$ cat src/rtl/id_ex.sv
// ID->EX pipeline register: holds decoded operands and control for the execute stage.
// Optional `ID_EX_FLUSH_EN adds a flush input that squashes the stage to a bubble.
module id_ex #(
    parameter int unsigned REG_ADDR_W = 5,
    parameter int unsigned DATA_W     = 32,
    parameter int unsigned ITYPE_W    = 3,
    parameter int unsigned ALUCTL_W   = 4
) (
    input  logic                  clk,
    input  logic                  reset,
    input  logic                  en,
`ifdef ID_EX_FLUSH_EN
    input  logic                  flush,
`endif
    input  logic [REG_ADDR_W-1:0] d_rs,
    input  logic [REG_ADDR_W-1:0] d_rd,
    input  logic [REG_ADDR_W-1:0] d_rt,
    input  logic [DATA_W-1:0]     d_A,
    input  logic [DATA_W-1:0]     d_B,
    input  logic [DATA_W-1:0]     d_SEimm,
    input  logic [DATA_W-1:0]     d_2hr,
    input  logic                  d_Stall,
    input  logic                  d_MemtoReg,
    input  logic                  d_RegSrc,
    input  logic                  d_MemWrite,
    input  logic                  d_MemAddrSrc,
    input  logic [ITYPE_W-1:0]    d_InstrType,
    input  logic [ALUCTL_W-1:0]   d_ALUcontrol,
    output logic [REG_ADDR_W-1:0] q_rs,
    output logic [REG_ADDR_W-1:0] q_rd,
    output logic [REG_ADDR_W-1:0] q_rt,
    output logic [DATA_W-1:0]     q_A,
    output logic [DATA_W-1:0]     q_B,
    output logic [DATA_W-1:0]     q_SEimm,
    output logic [DATA_W-1:0]     q_2hr,
    output logic                  q_Stall,
    output logic                  q_MemtoReg,
    output logic                  q_RegSrc,
    output logic                  q_MemWrite,
    output logic                  q_MemAddrSrc,
    output logic [ITYPE_W-1:0]    q_InstrType,
    output logic [ALUCTL_W-1:0]   q_ALUcontrol
);

    logic [REG_ADDR_W-1:0] r_rs, r_rd, r_rt;
    logic [DATA_W-1:0]     r_A, r_B, r_SEimm, r_2hr;
    logic                  r_Stall, r_MemtoReg, r_RegSrc, r_MemWrite, r_MemAddrSrc;
    logic [ITYPE_W-1:0]    r_InstrType;
    logic [ALUCTL_W-1:0]   r_ALUcontrol;
    logic                  w_clear;

    // All-zero contents form the NOP bubble, so reset and flush share one clear path.
`ifdef ID_EX_FLUSH_EN
    assign w_clear = reset | flush;
`else
    assign w_clear = reset;
`endif

    always_ff @(posedge clk) begin
        if (w_clear) begin
            r_rs         <= '0;
            r_rd         <= '0;
            r_rt         <= '0;
            r_A          <= '0;
            r_B          <= '0;
            r_SEimm      <= '0;
            r_2hr        <= '0;
            r_Stall      <= 1'b0;
            r_MemtoReg   <= 1'b0;
            r_RegSrc     <= 1'b0;
            r_MemWrite   <= 1'b0;
            r_MemAddrSrc <= 1'b0;
            r_InstrType  <= '0;
            r_ALUcontrol <= '0;
        end else if (en) begin
            r_rs         <= d_rs;
            r_rd         <= d_rd;
            r_rt         <= d_rt;
            r_A          <= d_A;
            r_B          <= d_B;
            r_SEimm      <= d_SEimm;
            r_2hr        <= d_2hr;
            r_Stall      <= d_Stall;
            r_MemtoReg   <= d_MemtoReg;
            r_RegSrc     <= d_RegSrc;
            r_MemWrite   <= d_MemWrite;
            r_MemAddrSrc <= d_MemAddrSrc;
            r_InstrType  <= d_InstrType;
            r_ALUcontrol <= d_ALUcontrol;
        end
    end

    assign q_rs         = r_rs;
    assign q_rd         = r_rd;
    assign q_rt         = r_rt;
    assign q_A          = r_A;
    assign q_B          = r_B;
    assign q_SEimm      = r_SEimm;
    assign q_2hr        = r_2hr;
    assign q_Stall      = r_Stall;
    assign q_MemtoReg   = r_MemtoReg;
    assign q_RegSrc     = r_RegSrc;
    assign q_MemWrite   = r_MemWrite;
    assign q_MemAddrSrc = r_MemAddrSrc;
    assign q_InstrType  = r_InstrType;
    assign q_ALUcontrol = r_ALUcontrol;

endmodule

$ cat config.mk
export PLATFORM = sky130hd
export DESIGN_NAME = id_ex
export DESIGN_NICKNAME = d
export VERILOG_FILES = /design/src/rtl/id_ex.sv
export SDC_FILE = /design/constraint.sdc
export NUM_CORES = 1
export LEC_CHECK = 0
export BUFFER_PORTS_ARGS = -buffer_cell sky130_fd_sc_hd__buf_2
export CORE_AREA = 2 2 121 123
export DETAILED_ROUTE_END_ITERATION = 8
export DIE_AREA = 0 0 123 125
export PLACE_DENSITY_LB_ADDON = 0.25
export SETUP_SLACK_MARGIN = 0.02
export SYNTH_ARGS = -nofsm -noshare
export SYNTH_HDL_FRONTEND = slang
export SYNTH_SLANG_ARGS = --single-unit
$ cat constraint.sdc
create_clock -name clk -period 0.8 [get_ports clk]
set_input_delay 0.08 -clock clk [delete_from_list [all_inputs] [get_ports clk]]
set_output_delay 0.08 -clock clk [all_outputs]
set_load 0.05 [all_outputs]
==> results by group, run 1 <==
Timing
  – Final setup vio count: 164
  – Worst hold slack: 80.00 ps
  – RSZ-0062 raised after global routing: true
  – Pins over their slew limit: 0
  – Slew Limit Headroom: 0.8440
  – Final min period: 1024 ps
  – Fin crit share: 1.280
  – Layout Skew: 0 ps
  – Final hold viol count: 0
  – Setup TNS: -29430 ps
  – Fmax: 976.5 MHz
  – Slew @ Worst Pin: 227.5 ps
  – Worst Slack Setup Final: -224.1 ps

Routing
  – DR pass1 iterations: 4
  – Vias: 5800
  – Routed wire length: 22710 µm
  – Initial drt markers: 281
  – Via-to-Cell Ratio: 4.862
  – Drc violations: 0
  – Mean routed wirelength per cell: 19.03 µm
  – Antenna Violating Nets Remaining: 0

Final layout
  – Ant diodes: 0
  – Layout fillers: 714
  – Design Area, Final: 11330 µm²
  – Share of cells above drive strength 1: 0.5421
  – # nets final: 1154
  – Layout area overhead: 106.1%
  – Final core occ: 0.7978

Yosys
  – Largest area contributor in the netlist: dfxtp_1
  – Share of the synthesized area in the top cell type: 0.5644
  – Gate Count Post-Synth: 499
  – Syn Area/Cell: 11.02 µm²
  – Cell area after synthesis: 5498 µm²
  – Register bit count reported by yosys: 155
  – Syn Nets: 657
  – Syn. warnings: 0
  – Register area share after synthesis: 0.5644
  – Area contributors post-synth: dfxtp_1, mux2i_1, nor2_1
  – Cell variety after synth: 8

Global routing
  – Pin count of the biggest net entering global routing: 56
  – Global-route wire length before repair: 30880 µm
  – Gr ovfl total: 0
  – Vias in the first global route: 6113
  – All-layer global routing usage: 0.2584
  – Initial antenna violation count: 0

Clock tree
  – Clock root buffer: clkbuf_16
  – Clock buffers created by TritonCTS: 17
  – Reg clk slew, reported paths: 60 ps
  – CTS tree: built
  – Max clock buf depth: 2
  – Clock latency on the worst-skew pair: 410 ps
  – H-tree depth: 4
  – TritonCTS Sinks: 155

Floorplan
  – Total core area: 14200 µm²
  – Die Wd: 123 µm
  – Rows: 44
  – Initial Util: 0.3871
  – IO Count: 313
  – Die H: 125 µm
  – Die ar.: 15380 µm²

Placed design
  – Post-DP Area: 7428 µm²
  – PortBufs: 312
  – Setup slack at placement: -182.1 ps
  – Final Wtd Congestion: 0.7569
  – DP HPWL: 10790 µm

Power and ir drop
  – LEAKAGE: 5.450 nW
  – VDD IR-drop max: 1203 µV
  – PD cells: 1970 nW/µm²

Worst setup path
  – Reg-to-Reg Start: q_MemtoReg
  – CP max stage delay: 370 ps
  – Worst-case reg-to-reg path depth: 3
  – Worst setup path end: q_B[15]
  – CP Cell Sequence: buf_8
  – Reg2Reg Setup Slack: -60 ps
  – Worst endpoint required time: 720 ps
  – Setup CP Type: reg -> out
  – Worst path arrival time: 940 ps
  – Critical path depth: 1
  – Worst Setup SP: q_B[15]
  – Top delay family on crit path: flip-flops
  – RR Endpoint: q_MemtoReg
  – CP max FO: 2
  – Highest-delay cell along the critical path: dfxtp_2
  – Startpoint Class: flip-flop
  – CP bufs+invs: 1
  – Crit end category: output port

Run status
  – Failing checks: setup timing
  – Outcome: finished, violations left

Worst hold path
  – Worst Hold Class: in -> reg

Flow run
  – Max_cap viols: 0
-- flip-flops by register name (all words and copies together) (netlist names) --
| register | cells |
|---|---|
| q_MemWrite | 1 |
| q_2hr | 32 |
| q_RegSrc | 1 |
| q_SEimm | 32 |
| q_B | 32 |
| q_rs | 5 |
| q_Stall | 1 |
| q_rt | 5 |
| q_rd | 5 |
| q_MemtoReg | 1 |
| q_ALUcontrol | 4 |
| q_A | 32 |
| q_InstrType | 3 |
| q_MemAddrSrc | 1 |
-- synthesized netlist by cell type --
cell type	instances
buf_1	5
buf_2	11
buf_4	2
buf_6	15
clkbuf_1	1
dfxtp_1	155
mux2i_1	155
nor2_1	155
-- cells in the final DEF (no fill, tap or decap) --
| cell type | count |
|---|---|
| clkbuf_1 | 2 |
| nor2_1 | 155 |
| mux2i_1 | 149 |
| buf_8 | 143 |
| dlygate4sd3_1 | 156 |
| clkinv_4 | 1 |
| bufinv_16 | 3 |
| clkinv_2 | 6 |
| clkbuf_16 | 17 |
| clkbuf_8 | 2 |
| inv_6 | 1 |
| buf_12 | 6 |
| buf_4 | 36 |
| mux2i_2 | 6 |
| buf_2 | 155 |
| buf_6 | 15 |
| clkinvlp_4 | 1 |
| dfxtp_2 | 155 |
-- area by class of cell --
type	count	area (µm²)	share of cell area
clock buffers	20	446.7	0.03942
clock inverters	12	145.1	0.01281
multi-input cells	310	2156	0.1902
flip-flops and latches	155	3297	0.2909
well taps	184	230.2	0.02032
repair buffers	512	5057	0.4463
-- worst min-delay path, delay by kind of cell --
kind	cells	cell delay, ps
buffers and inverters	2	320
and+or+nand+nor	1	50
-- metrics by stage --
| step | std cells | total power [mW] |
|---|---|---|
| global route | 1193 | 23.03 |
| CTS | 1170 | 21.90 |
| detailed placement | 977 | 12.31 |
| floorplan | 499 | 11.26 |
| finish | 1193 | 22.32 |
| global placement | 977 | 12.23 |
-- routing by layer --
| metal | part of all wire | GRT usage | wire length, µm |
|---|---|---|---|
| met2 | 0.52 | 0.4599 | 11910 |
| met1 | 0.35 | 0.2664 | 7916 |
| met3 | 0.077 | 0.07801 | 1740 |
| met5 | 0 | 0 | 0 |
| met4 | 0.050 | 0.1424 | 1141 |
-- power by group --
part           total, mW  switching, mW  internal [mW]
combinational       5.48           2.89           2.59
clock               8.10           3.13           4.97
sequential          8.74          0.454           8.29
total               22.3           6.47           15.9
-- how the worst min path moves through the flow --
stage	endpoint	startpoint	cells after the start	slack [ps]
after CTS	q_InstrType[0]	reset	3	60
after floorplan	q_2hr[0]	d_2hr[0]	2	230
after detailed placement	q_SEimm[18]	d_SEimm[18]	3	320
after global placement	q_B[8]	d_B[8]	3	310
final	q_2hr[4]	reset	3	80
after global routing	q_InstrType[0]	reset	3	80
-- logic make-up (layout without fill, tap and decap cells) --
kind of cell,Yosys count,count (layout),share of synthesized area
AND/OR/NAND/NOR,155,155,0.1058
buffers and inverters,34,544,0.04756
multiplexers,155,155,0.2822
flip-flops,155,155,0.5644
-- repair_timing --
item,4_1_cts,5_1_grt
pin swaps,0,7
hold endpoints to repair,155,0
hold buffers,156,0
setup endpoints to repair,155,158
buffers inserted,5,24
gates resized for setup,407,55
No activity file was read; power rests on OpenSTA's default activity.
==> inputs of run 2 (changes only) <==
--- a/config.mk
+++ b/config.mk
@@ -9,6 +9,7 @@
 export CORE_AREA = 2 2 121 123
 export DETAILED_ROUTE_END_ITERATION = 8
 export DIE_AREA = 0 0 123 125
+export MAX_ROUTING_LAYER = met4
 export PLACE_DENSITY_LB_ADDON = 0.25
 export SETUP_SLACK_MARGIN = 0.02
 export SYNTH_ARGS = -nofsm -noshare
==> run 2 against run 1 <==
The flow still finishes with violations (setup timing). Design area hardly changed. Register-to-register slack about the same. Routed wire length hardly changed. Non-clock buffer count did not move. Clock skew is the same. Total power hardly changed. Critical path depth unchanged. Hold slack gained 4.5 ps. Sequential power about the same. Die area unchanged. Critical path type unchanged. Critical endpoint unchanged.
==> results by group, run 2 (synthesis results as in run 1) <==
Placed design
  – Post-DP Area: 7428 µm² (unchanged)
  – Dpl cells: 977 (unchanged)
  – Final Wtd Congestion: 0.7667 (was 0.7569)
  – DP HPWL: 10790 µm (unchanged)
  – PortBufs: 312 (unchanged)
  – Setup slack at placement: -182.1 ps (unchanged)

Timing
  – Fin crit share: 1.283 (was 1.280)
  – Slew @ Worst Pin: 227.5 ps (about the same)
  – RSZ-0062 raised after global routing: true (unchanged)
  – Final min period: 1026 ps (was 1024 ps)
  – Worst hold slack: 84.48 ps (was 80.00 ps)
  – Final hold viol count: 0 (unchanged)
  – Fmax: 974.7 MHz (was 976.5 MHz)
  – Worst Slack Setup Final: -226.0 ps (was -224.1 ps)
  – Pins over their slew limit: 0 (unchanged)
  – Layout Skew: 0 ps (unchanged)
  – Setup TNS: -28950 ps (was -29430 ps)
  – Slew Limit Headroom: 0.8440 (about the same)
  – Final setup vio count: 166 (was 164)

Final layout
  – # nets final: 1154 (unchanged)
  – Most frequent cells in the layout: dlygate4sd3_1, nor2_1, buf_2, dfxtp_2, mux2i_1 (unchanged)
  – Layout area overhead: 106.2% (was 106.1%)
  – Design Area, Final: 11340 µm² (was 11330 µm²)
  – Layout Cells excl Fill: 1193 (unchanged)
  – Ant diodes: 0 (unchanged)
  – Commonest non-fill, non-tap cell in the layout: dlygate4sd3_1 (unchanged)
  – Final core occ: 0.7981 (was 0.7978)
  – Layout fillers: 711 (was 714)
  – Share of cells above drive strength 1: 0.5421 (unchanged)

Floorplan
  – Die H: 125 µm (unchanged)
  – Die ar.: 15380 µm² (unchanged)
  – Die Wd: 123 µm (unchanged)
  – Rows: 44 (unchanged)
  – Initial Util: 0.3871 (unchanged)
  – Total core area: 14200 µm² (unchanged)
  – IO Count: 313 (unchanged)

Worst setup path
  – CP bufs+invs: 1 (unchanged)
  – Reg-to-Reg Start: q_B[5] (was q_MemtoReg)
  – Top delay family on crit path: flip-flops (unchanged)
  – Highest-delay cell along the critical path: dfxtp_2 (unchanged)
  – CP Cell Sequence: buf_8 (unchanged)
  – Worst Setup SP: q_B[15] (unchanged)
  – Setup CP Type: reg -> out (unchanged)
  – Startpoint Class: flip-flop (unchanged)
  – Worst path arrival time: 950 ps (was 940 ps)
  – CP max stage delay: 370 ps (about the same)
  – CP max FO: 2 (unchanged)
  – Crit end category: output port (unchanged)
  – Worst endpoint required time: 720 ps (about the same)

Worst hold path
  – Worst Hold Class: in -> reg (unchanged)
  – HP Start: reset (unchanged)

Routing
  – Antenna Violating Nets Remaining: 0 (unchanged)
  – Drc violations: 0 (unchanged)
  – Via-to-Cell Ratio: 4.864 (was 4.862)
  – Vias: 5803 (was 5800)
  – Mean routed wirelength per cell: 19.03 µm (about the same)
  – Initial drt markers: 331 (was 281)
  – Routed wire length: 22700 µm (was 22710 µm)
  – DR pass1 iterations: 5 (was 4)

Run status
  – Failing checks: setup timing (unchanged)
  – Outcome: finished, violations left (unchanged)

Flow run
  – Max_cap viols: 0 (unchanged)

Power and ir drop
  – VDD IR-drop max: 1188 µV (was 1203 µV)
  – Total power: 22.31 mW (was 22.32 mW)
  – LEAKAGE: 5.451 nW (was 5.450 nW)
  – PD cells: 1969 nW/µm² (was 1970 nW/µm²)

Clock tree
  – CTS tree: built (unchanged)
  – Max clock buf depth: 2 (unchanged)
  – Clock buffers created by TritonCTS: 17 (unchanged)
  – Reg clk slew, reported paths: 60 ps (about the same)
  – TritonCTS Sinks: 155 (unchanged)
  – H-tree depth: 4 (unchanged)
  – Clock latency on the worst-skew pair: 410 ps (about the same)
  – Clock root buffer: clkbuf_16 (unchanged)

Global routing
  – All-layer global routing usage: 0.2664 (was 0.2584)
  – Global-route wire length before repair: 30860 µm (was 30880 µm)
  – Pin count of the biggest net entering global routing: 56 (unchanged)
  – Gr ovfl total: 0 (unchanged)
  – Vias in the first global route: 6124 (was 6113)
  – Initial antenna violation count: 0 (unchanged)
## run 2: changes by cell type in the layout (fill, tap and decap cells not counted)
cell	before	now
buf_8	143	144
buf_6	15	14
## run 2: cell type report
class / instances / area (µm²) / share of cell area
clock buffer: 20 / 446.7 / 0.03940
clock inverter: 12 / 145.1 / 0.01280
multi-input combinational: 310 / 2156 / 0.1902
sequential: 155 / 3297 / 0.2908
tap: 184 / 230.2 / 0.02031
timing repair buffer: 512 / 5061 / 0.4465
## run 2: path summary, 6_finish.rpt
path | cells after the start | endpoint | slack [ps]
setup / recovery | 1 | q_B[15] | -230
hold reg to reg | 2 | q_A[22] | 500
hold / removal | 3 | q_2hr[4] | 80
setup reg to reg | 3 | q_B[5] | -50
## run 2: per-layer routing
metal | track usage | vias up | part of all wire
met1 | 0.2707 | 2762 | 0.35
met2 | 0.4605 | 309 | 0.53
met4 | 0.1444 | 0 | 0.048
li1 | - | 2651 | -
met3 | 0.07026 | 81 | 0.073
met5 | - | - | 0
## run 2: timing repair
action	4_1_cts	5_1_grt
gates resized for setup	407	56
setup buffers	5	24
setup endpoints to repair	155	158
endpoints found under the hold margin	155	0
hold buffers	156	0
pin swaps	0	6
## run 2: power breakdown
| part | internal (mW) | switching [mW] |
|---|---|---|
| combinational | 2.59 | 2.89 |
| sequential | 8.29 | 0.454 |
| clock | 4.97 | 3.11 |
